--- src/rtl/fpu_chk_pkg.sv ---
// Shared definitions for the FPU self-test sequencer: op/rounding codes,
// IEEE-754 single field sizes, the expected-value tag and the FSM states.
package fpu_chk_pkg;

  localparam logic [2:0] OP_ADD = 3'd0;
  localparam logic [2:0] OP_SUB = 3'd1;
  localparam logic [2:0] OP_MUL = 3'd2;
  localparam logic [2:0] OP_DIV = 3'd3;

  localparam logic [1:0] RM_RNE = 2'd0;
  localparam logic [1:0] RM_RZ  = 2'd1;
  localparam logic [1:0] RM_RUP = 2'd2;
  localparam logic [1:0] RM_RDN = 2'd3;

  localparam int EXP_W = 8;
  localparam int MAN_W = 23;
  localparam logic [31:0] QNAN = 32'h7fc0_0000;

  // Tag fields are sized for the widest supported configuration.
  localparam int TAG_IDX_W  = 8;
  localparam int TAG_DATA_W = 32;

  typedef struct packed {
    logic                  vld;
    logic [TAG_IDX_W-1:0]  idx;
    logic [TAG_DATA_W-1:0] exp_val;
  } chk_tag_t;

  typedef enum logic [1:0] {
    ST_IDLE  = 2'd0,
    ST_ISSUE = 2'd1,
    ST_DRAIN = 2'd2,
    ST_DONE  = 2'd3
  } chk_state_t;

endpackage

--- src/rtl/fpu_vector_checker_compare.sv ---
// Result-versus-expected compare with NaN/zero handling and ULP tolerance
// measured on the sign-less magnitude.
module fpu_ulp_compare
  import fpu_chk_pkg::*;
#(
  parameter int W       = 32,
  parameter int ULP_TOL = 0
) (
  input  logic [W-1:0] result,
  input  logic [W-1:0] exp_val,
  output logic         match
);

  localparam int MW = W - 1 - EXP_W;

  logic [W-2:0] mag_r;
  logic [W-2:0] mag_e;
  logic [W-2:0] diff;
  logic         exp_nan;
  logic         res_nan;

  always_comb begin
    mag_r   = result[W-2:0];
    mag_e   = exp_val[W-2:0];
    diff    = (mag_r >= mag_e) ? (mag_r - mag_e) : (mag_e - mag_r);
    exp_nan = (&exp_val[W-2 -: EXP_W]) && (|exp_val[MW-1:0]);
    res_nan = (&result[W-2 -: EXP_W]) && (|result[MW-1:0]);
    match   = 1'b0;
    if (exp_nan)
      match = res_nan;
    else if (mag_r == '0 && mag_e == '0)
      match = 1'b1;
    else if (result[W-1] != exp_val[W-1])
      match = 1'b0;
    else
      match = (diff <= (W-1)'(ULP_TOL));
  end

endmodule

--- config.mk ---
export PLATFORM = sky130hd
export DESIGN_NAME = fpu_ulp_compare
export DESIGN_NICKNAME = d
export VERILOG_FILES = /design/src/rtl/fpu_chk_pkg.sv /design/src/rtl/fpu_vector_checker_compare.sv
export SDC_FILE = /design/constraint.sdc
export NUM_CORES = 1
export LEC_CHECK = 0
export ABC_CLOCK_PERIOD_IN_PS = 5150
export CORE_UTILIZATION = 57
export DETAILED_ROUTE_END_ITERATION = 6
export PLACE_DENSITY = 0.85
export SETUP_SLACK_MARGIN = 0.15
export SYNTH_ARGS = -nofsm -noshare
export SYNTH_HDL_FRONTEND = slang
export SYNTH_SLANG_ARGS = --single-unit
--- constraint.sdc ---
create_clock -name vclk -period 5.15
set_input_delay 1.03 -clock vclk [all_inputs]
set_output_delay 1.03 -clock vclk [all_outputs]
set_load 0.05 [all_outputs]
==> results of run 1 <==
==> kinds of logic after synthesis <==
family | share of synthesized area
buf+inv | 0.106
simple gates | 0.271
xor+xnor | 0.0703
mux | 0.0130
compound gates | 0.341
fa+ha+maj | 0.199
==> through the flow <==
| step | TNS [ps] | setup WS, ps |
|---|---|---|
| 2_1_floorplan | 0 | 162 |
| 3_3_place_gp | -413 | -413 |
| 3_5_place_dp | -775 | -775 |
==> metrics.cfg, run 1 <==
[run_status]
stop_stage = clock tree synthesis (4_1_cts)
status = aborted with a tool error
stop_error = [ERROR DPL-0038] Utilization greater than 100%, impossible to legalize

[yosys]
syn_avg_cell_area_sq_um = 6.53
syn_area_sq_um = 3840
yosysTopAreaCell = ha_1
ys_top_cells_by_area = ha_1, a21oi_1, inv_1
synth_most_common_cell = inv_1
synth_top_area_frac = 0.199
syn-num-nets = 713
yosys_warnings = 0
yosys-top-cells-count = inv_1, ha_1, a21oi_1, nand2_1, nor2_1
synthCells = 588
ys_types = 64
ys_seq_area_frac = 0

[floorplanning]
die_x_um = 84.1
rows = 29
floorplan.initialDensity = 0.598
io_pins = 65
die_y_um = 84.1

[clock_network]
post_cts_resized = 475
post-cts-setup-buffers = 62
cts_hold_buf = 0

[placed_design]
io_buffers = 65
postPlaceCellArea_sq_um = 6020
placedCellCount = 910
dp_hpwl_um = 17700
place.gp.congestion = 1.15

==> run 2, diff against run 1 <==
CORE_UTILIZATION = 40   (was 57)
PLACE_DENSITY = default   (was 0.85)
PLACE_DENSITY_LB_ADDON = 0.15   (was default)
SETUP_SLACK_MARGIN = default   (was 0.15)
==> run 2 against run 1 <==
The flow now finishes, with violations (negative setup slack). Area after synthesis is the same. Synthesized cell count is the same.
==> metrics.cfg, run 2 <==
[final_layout]
register_area_sq_um = 0
drive_gt1_frac = 0.449
layout_commonest_cell = buf_4
finish.utilization = 0.771
areaGrowthSynthToFinish_pct = 86.4
nClkBuffers = 0
final_cell_mix = buf_4, a21oi_1, dlygate4sd2_1
seq_cells = 0
nNetsFinal = 998
antenna_cells = 0

[sta]
relSlewSlack = 0.614
drv_slew = 0
min_period_over_period = 1.02
setup_ws_ps = -105
rsz0062_at_grt = true
tightest_slew_ps = 573
final.min_clock_period_ps = 5250
finalSetupViolCount = 1
fmax_mhz = 190
totalNegativeSetupSlack_ps = -105
hold_viol_final = 0

[yosys]
synthCells = 588  ; unchanged
syn-num-nets = 713  ; unchanged
ys_seq_area_frac = 0  ; unchanged
synth_most_common_cell = inv_1  ; unchanged
yosys_warnings = 0  ; unchanged
syn_avg_cell_area_sq_um = 6.53  ; unchanged
ys_top_cells_by_area = ha_1, a21oi_1, inv_1  ; unchanged
yosys-top-cells-count = inv_1, ha_1, a21oi_1, nand2_1, nor2_1  ; unchanged
syn_area_sq_um = 3840  ; unchanged
synth_top_area_frac = 0.199  ; unchanged
yosysTopAreaCell = ha_1  ; unchanged
ys_types = 64  ; unchanged

[hold_path]
hold_depth = 8
worstHoldPathType = input port to output pin
hold-path-endpoint = match
hp-start = exp_val[15]

[setup_path]
crit_slowest_cell = a221o_2
startpoint_type = input port
critPathKind = input port to output pin
worst-path-max-fanout = 5
path_cells = dlygate4sd2_1, ha_4, buf_6, o21ai_2, a21oi_1, a221oi_4, o221ai_2, a221o_2, or3_4, a21oi_2, o21ai_2, a2111oi_4, a31o_1, buf_12
endpoint_kind = output pin
worst_path_most_repeated_cell = o21ai_2
cp_slowest_stage_delay_ps = 440
required_ps = 4120
cp_data_arrival_time_ps = 4220

[global_routing]
grt_max_degree = 15
grt_usage = 0.380
grt_antenna_before_repair = 0
overflow = 0
grt_first_pass_wirelength_um = 29600
grt_pass1_vias = 5786

[detailed_routing]
drt_iter0_markers = 597
drtAntennaViolNets = 0
drc = 0
vias = 5862
first_pass_iters = 6
drt-wirelength-per-cell_um = 19.0
totalWireLength_um = 19000
vias_per_cell = 5.86

[floorplanning]
dieArea_sq_um = 10000
floorplan.initialDensity = 0.414  ; was 0.598
rows = 35  ; was 29
io_pins = 65  ; unchanged
die_x_um = 100  ; was 84.1 um
core_sq_um = 9280
die_y_um = 100  ; was 84.1 um

[pwr]
peakVddDrop_uv = 71.2
power_density_nw_per_um2 = 123
p_leak_nw = 3.29

[placed_design]
place.gp.congestion = 0.963  ; was 1.15
io_buffers = 65  ; unchanged
dp_slack_ps = -603  ; was -775 ps
dp_hpwl_um = 14600  ; was 17,700 um

[job]
maxCapViolations = 0

[run_status]
status = finished, violations left  ; was aborted with a tool error
violations = negative setup slack

[clock_network]
cts_hold_buf = 0  ; unchanged

==> run 2: cell counts after synthesis <==
Identical to the previous run, type by type.
==> run 2: what timing repair did <==
item,CTS,global route
gates resized for setup,226,5
endpoints found under the setup margin,1,1
pin swaps,68,9
buffers inserted,32,0
==> run 2: routing by layer <==
metal / vias to the layer above / track usage / wire length (um)
met5: - / 0 / 0
met4: 0 / 0.0948 / 488
met3: 45 / 0.0599 / 1810
met2: 332 / 0.615 / 8380
met1: 2732 / 0.525 / 8280
li1: 2753 / - / -
==> run 2: metrics by stage <==
step / cell area (sq um) / hold WS [ps] / power [W] / cells
6_report: 7160 / 2990 / 0.000881 / 1000
5_1_grt: 7160 / 3030 / 0.000933 / 1000
2_1_floorplan: 3840 / 2560 / 0.000351 / 588
3_5_place_dp: 6120 / 3240 / 0.000697 / 969
4_1_cts: 7140 / 3030 / 0.000840 / 1000
3_3_place_gp: 6120 / 3220 / 0.000688 / 969
==> run 2: power breakdown <==
part	internal (W)	switching [W]
sequential	0	0
combinational	0.000434	0.000447
clock	0	0
total	0.000434	0.000447
==> run 2: cell families after synthesis <==
kind of cell,synth area share
muxes,0.0130
AOI/OAI and AO/OA,0.341
adders and majority gates,0.199
buffers and inverters,0.106
and+or+nand+nor,0.271
xor gates and xnor gates,0.0703
==> run 2: final cells by class <==
class / count / area (sq um)
well taps: 129 / 161
multi-input cells: 493 / 4240
inverters: 67 / 255
repair buffers: 311 / 2500
fillers: 709 / 2120
==> run 2: worst max-delay path, delay by kind of cell <==
family	cells	cell delay, ps
AO/OA/AOI/OAI	9	2020
buffers and inverters	3	560
AND/OR/NAND/NOR	1	350
adder cells (fa/ha/maj)	1	260
==> run 2: how the worst max path moves through the flow <==
stage,from,endpoint,cells past startpoint
final,exp_val[19],match,14
after global routing,result[26],match,17
after CTS,result[20],match,18
after detailed placement,result[5],match,14
after global placement,result[16],match,14
after floorplan,result[16],match,14
Power figures use the tool's default switching activity.
==> patch: new RTL, config.mk and constraints of run 2 <==
The parameter `W` goes from 32 to 64.
--- a/src/rtl/fpu_vector_checker_compare.sv
+++ b/src/rtl/fpu_vector_checker_compare.sv
@@ -4,5 +4,5 @@
   import fpu_chk_pkg::*;
 #(
-  parameter int W       = 32,
+  parameter int W       = 64,
   parameter int ULP_TOL = 0
 ) (
Interface: changed (resized exp_val and result); port bits go from 65 to 129. The function was not compared with the original's and may differ.
==> patch against run 2 <==
- the flow still finishes with violations (setup timing)
- total power increased to 2.5 times the old value
- area after synthesis is 120% higher
- hold slack better by 0.036 ns
- wire length increased to 2.7 times the old value
- fmax down 12%
- setup slack lost 0.69 ns
- first-iteration DRC count increased to 2.9 times the old value
- final area is 130% higher
- die area rose by 120%
- largest cell class unchanged
==> patch: results (changes against run 2) <==
{
  "detailed_routing": {
    "detail_route.wirelength": {"value": 50800, "unit": "um", "change": "+170%"},
    "drt_pass1_iterations": {"value": 6, "change": "unchanged"},
    "first_iter_violations": {"value": 1761, "change": "+190%"},
    "number_of_vias_per_cell": {"value": 6.08, "change": "+3.7%"}
  },
  "timing": {
    "setup_viol": {"value": 1, "change": "unchanged"},
    "worst_pin_slew": {"value": 0.950, "unit": "ns", "change": "+0.377 ns"},
    "setup_slack": {"value": -0.791, "unit": "ns", "change": "-0.687 ns"}
  },
  "global_routing": {
    "grt_pass1_wl": {"value": 77300, "unit": "um", "change": "+160%"},
    "grt_use_total": {"value": 0.451, "change": "+0.0715"},
    "grt_antenna_before_repair": {"value": 0, "change": "unchanged"},
    "largest_net_degree_at_the_start_of_global_routing": {"value": 12, "change": "-3"},
    "grt_pass1_vias": {"value": 14174, "change": "+140%"}
  },
  "finish": {
    "num_antenna_cells": {"value": 0, "change": "unchanged"},
    "drive_gt1_frac": {"value": 0.505, "change": "+0.0559"},
    "clockBufferCount": {"value": 0, "change": "unchanged"},
    "n_sequential_cell": {"value": 0, "change": "unchanged"},
    "layout.cells.non_filler": {"value": 2340, "change": "+130%"}
  },
  "logic_synthesis": {
    "postSynthNetCount": {"value": 1589, "change": "+120%"},
    "portion_of_the_post_synthesis_area_used_by_sequential_elements": {"value": 0, "change": "unchanged"},
    "ys_types": {"value": 73, "change": "+14%"},
    "number_of_warnings_printed_during_yosys_synthesis": {"value": 0, "change": "unchanged"},
    "synth_area_leaders": "ha_1 (18%), a21oi_1 (12%), o21ai_0 (6.7%)",
    "synth_commonest_cells": "a21oi_1 (197), inv_1 (142), ha_1 (125)",
    "synth_top_cell_area_share": {"value": 0.185, "change": "-0.0141"},
    "synthesis.instances": {"value": 1336, "change": "+130%"}
  },
  "pwr": {
    "power_leakage": {"value": 7.70, "unit": "nW", "change": "+130%"},
    "ir_drop": {"value": 0.0736, "unit": "mV", "change": "+3.3%"},
    "net-switching-power": {"value": 0.00114, "unit": "W", "change": "+160%"}
  },
  "critical_path": {
    "critical_path.startpoint": "exp_val[18]",
    "critical_path_arrival": {"value": 4.91, "unit": "ns", "change": "+0.69 ns"},
    "crit_path_max_fanout": {"value": 8, "change": "+3"}
  },
  "placement": {
    "dp.final_hpwl": {"value": 40200, "unit": "um", "change": "+180%"},
    "port-buffer-count": {"value": 129, "change": "+98%"},
    "place_congestion": {"value": 1.09, "change": "+13%"},
    "placement.cell_area": {"value": 14300, "unit": "um^2", "change": "+130%"}
  },
  "run_status": {
    "violations_in_the_final_reports": "setup timing",
    "run_status": "finished, violations left"
  },
  "worst_hold_path": {
    "hold_class": "input port to output pin",
    "hold_path_startpoint": "result[60]"
  }
}
-- patch: cell types whose count changed after synthesis, moves of 16 or more --
cell,delta
a21oi_1,+140
o21ai_0,+86
inv_1,+75
ha_1,+64
nand2_1,+57
nor2_1,+48
nand4_1,+44
xnor2_1,+39
xor2_1,+35
buf_2,+33
o21bai_1,+18
nor3_1,+17
nor4_1,+16
-- patch: power by group through the flow --
| stage | Sequential (W) | Combinational, W | Clock, W |
|---|---|---|---|
| after detailed placement | 0 | 0.00176 | 0 |
| after CTS | 0 | 0.00207 | 0 |
| after global routing | 0 | 0.00231 | 0 |
| after global placement | 0 | 0.00175 | 0 |
| after floorplan | 0 | 0.000813 | 0 |
| final | 0 | 0.00221 | 0 |
-- patch: cells by family after synthesis --
family,count (synthesis),share of synthesized area
buffers and inverters,202,0.0998
AND/OR/NAND/NOR,407,0.247
multiplexers,5,0.00605
XOR/XNOR,103,0.106
adder cells (fa/ha/maj),125,0.185
AO/OA/AOI/OAI,494,0.356
-- patch: worst paths after layout --
path,to,slack (ns),depth (start not counted)
setup / recovery,match,-0.79,18
hold / removal,match,3.02,7
-- patch: metal layers --
layer  GRT usage  vias to the layer above  wire [um]
met5           0                        -          0
met4       0.230                        0       3200
met3      0.0691                      249       5300
met2       0.748                      991      22500
met1       0.565                     6632      19800
li1            -                     6350          -
-- patch: repair_timing --
| action | 4_1_cts | 5_1_grt |
|---|---|---|
| setup endpoints to repair | 1 | 1 |
| buffers inserted | 74 | 3 |
| pin swaps | 169 | 21 |
| gates cloned | 0 | 0 |
| gates resized for setup | 677 | 25 |
-- patch: cell type report --
class | instances | area, um^2
Multi-Input combinational cell | 1134 | 9620
Timing Repair Buffer | 794 | 6280
Fill cell | 1380 | 3720
Inverter | 142 | 533
Tap cell | 270 | 338
-- patch: through the flow --
stage               TNS, ns  hold WS (ns)  setup slack [ns]  power [W]
floorplan                 0          2.49           0.00399   0.000813
global placement      -1.50          3.18             -1.50    0.00175
detailed placement    -1.56          3.21             -1.56    0.00176
CTS                  -0.512          2.96            -0.512    0.00207
global route         -0.797          3.05            -0.797    0.00231
finish               -0.791          3.02            -0.791    0.00221
-- patch: worst max-delay path: stages --
cell           delay (ns)
dlygate4sd2_1        0.29
ha_4                 0.30
a21oi_2              0.20
o21ai_0              0.14
buf_4                0.17
a21o_1               0.18
a21oi_1              0.22
o21ai_1              0.13
buf_4                0.15
buf_4                0.13
a21oi_1              0.22
xor2_1               0.19
nand4_1              0.15
nor4_2               0.31
nand4_1              0.22
a2111oi_4            0.50
a21o_2               0.23
buf_12               0.14
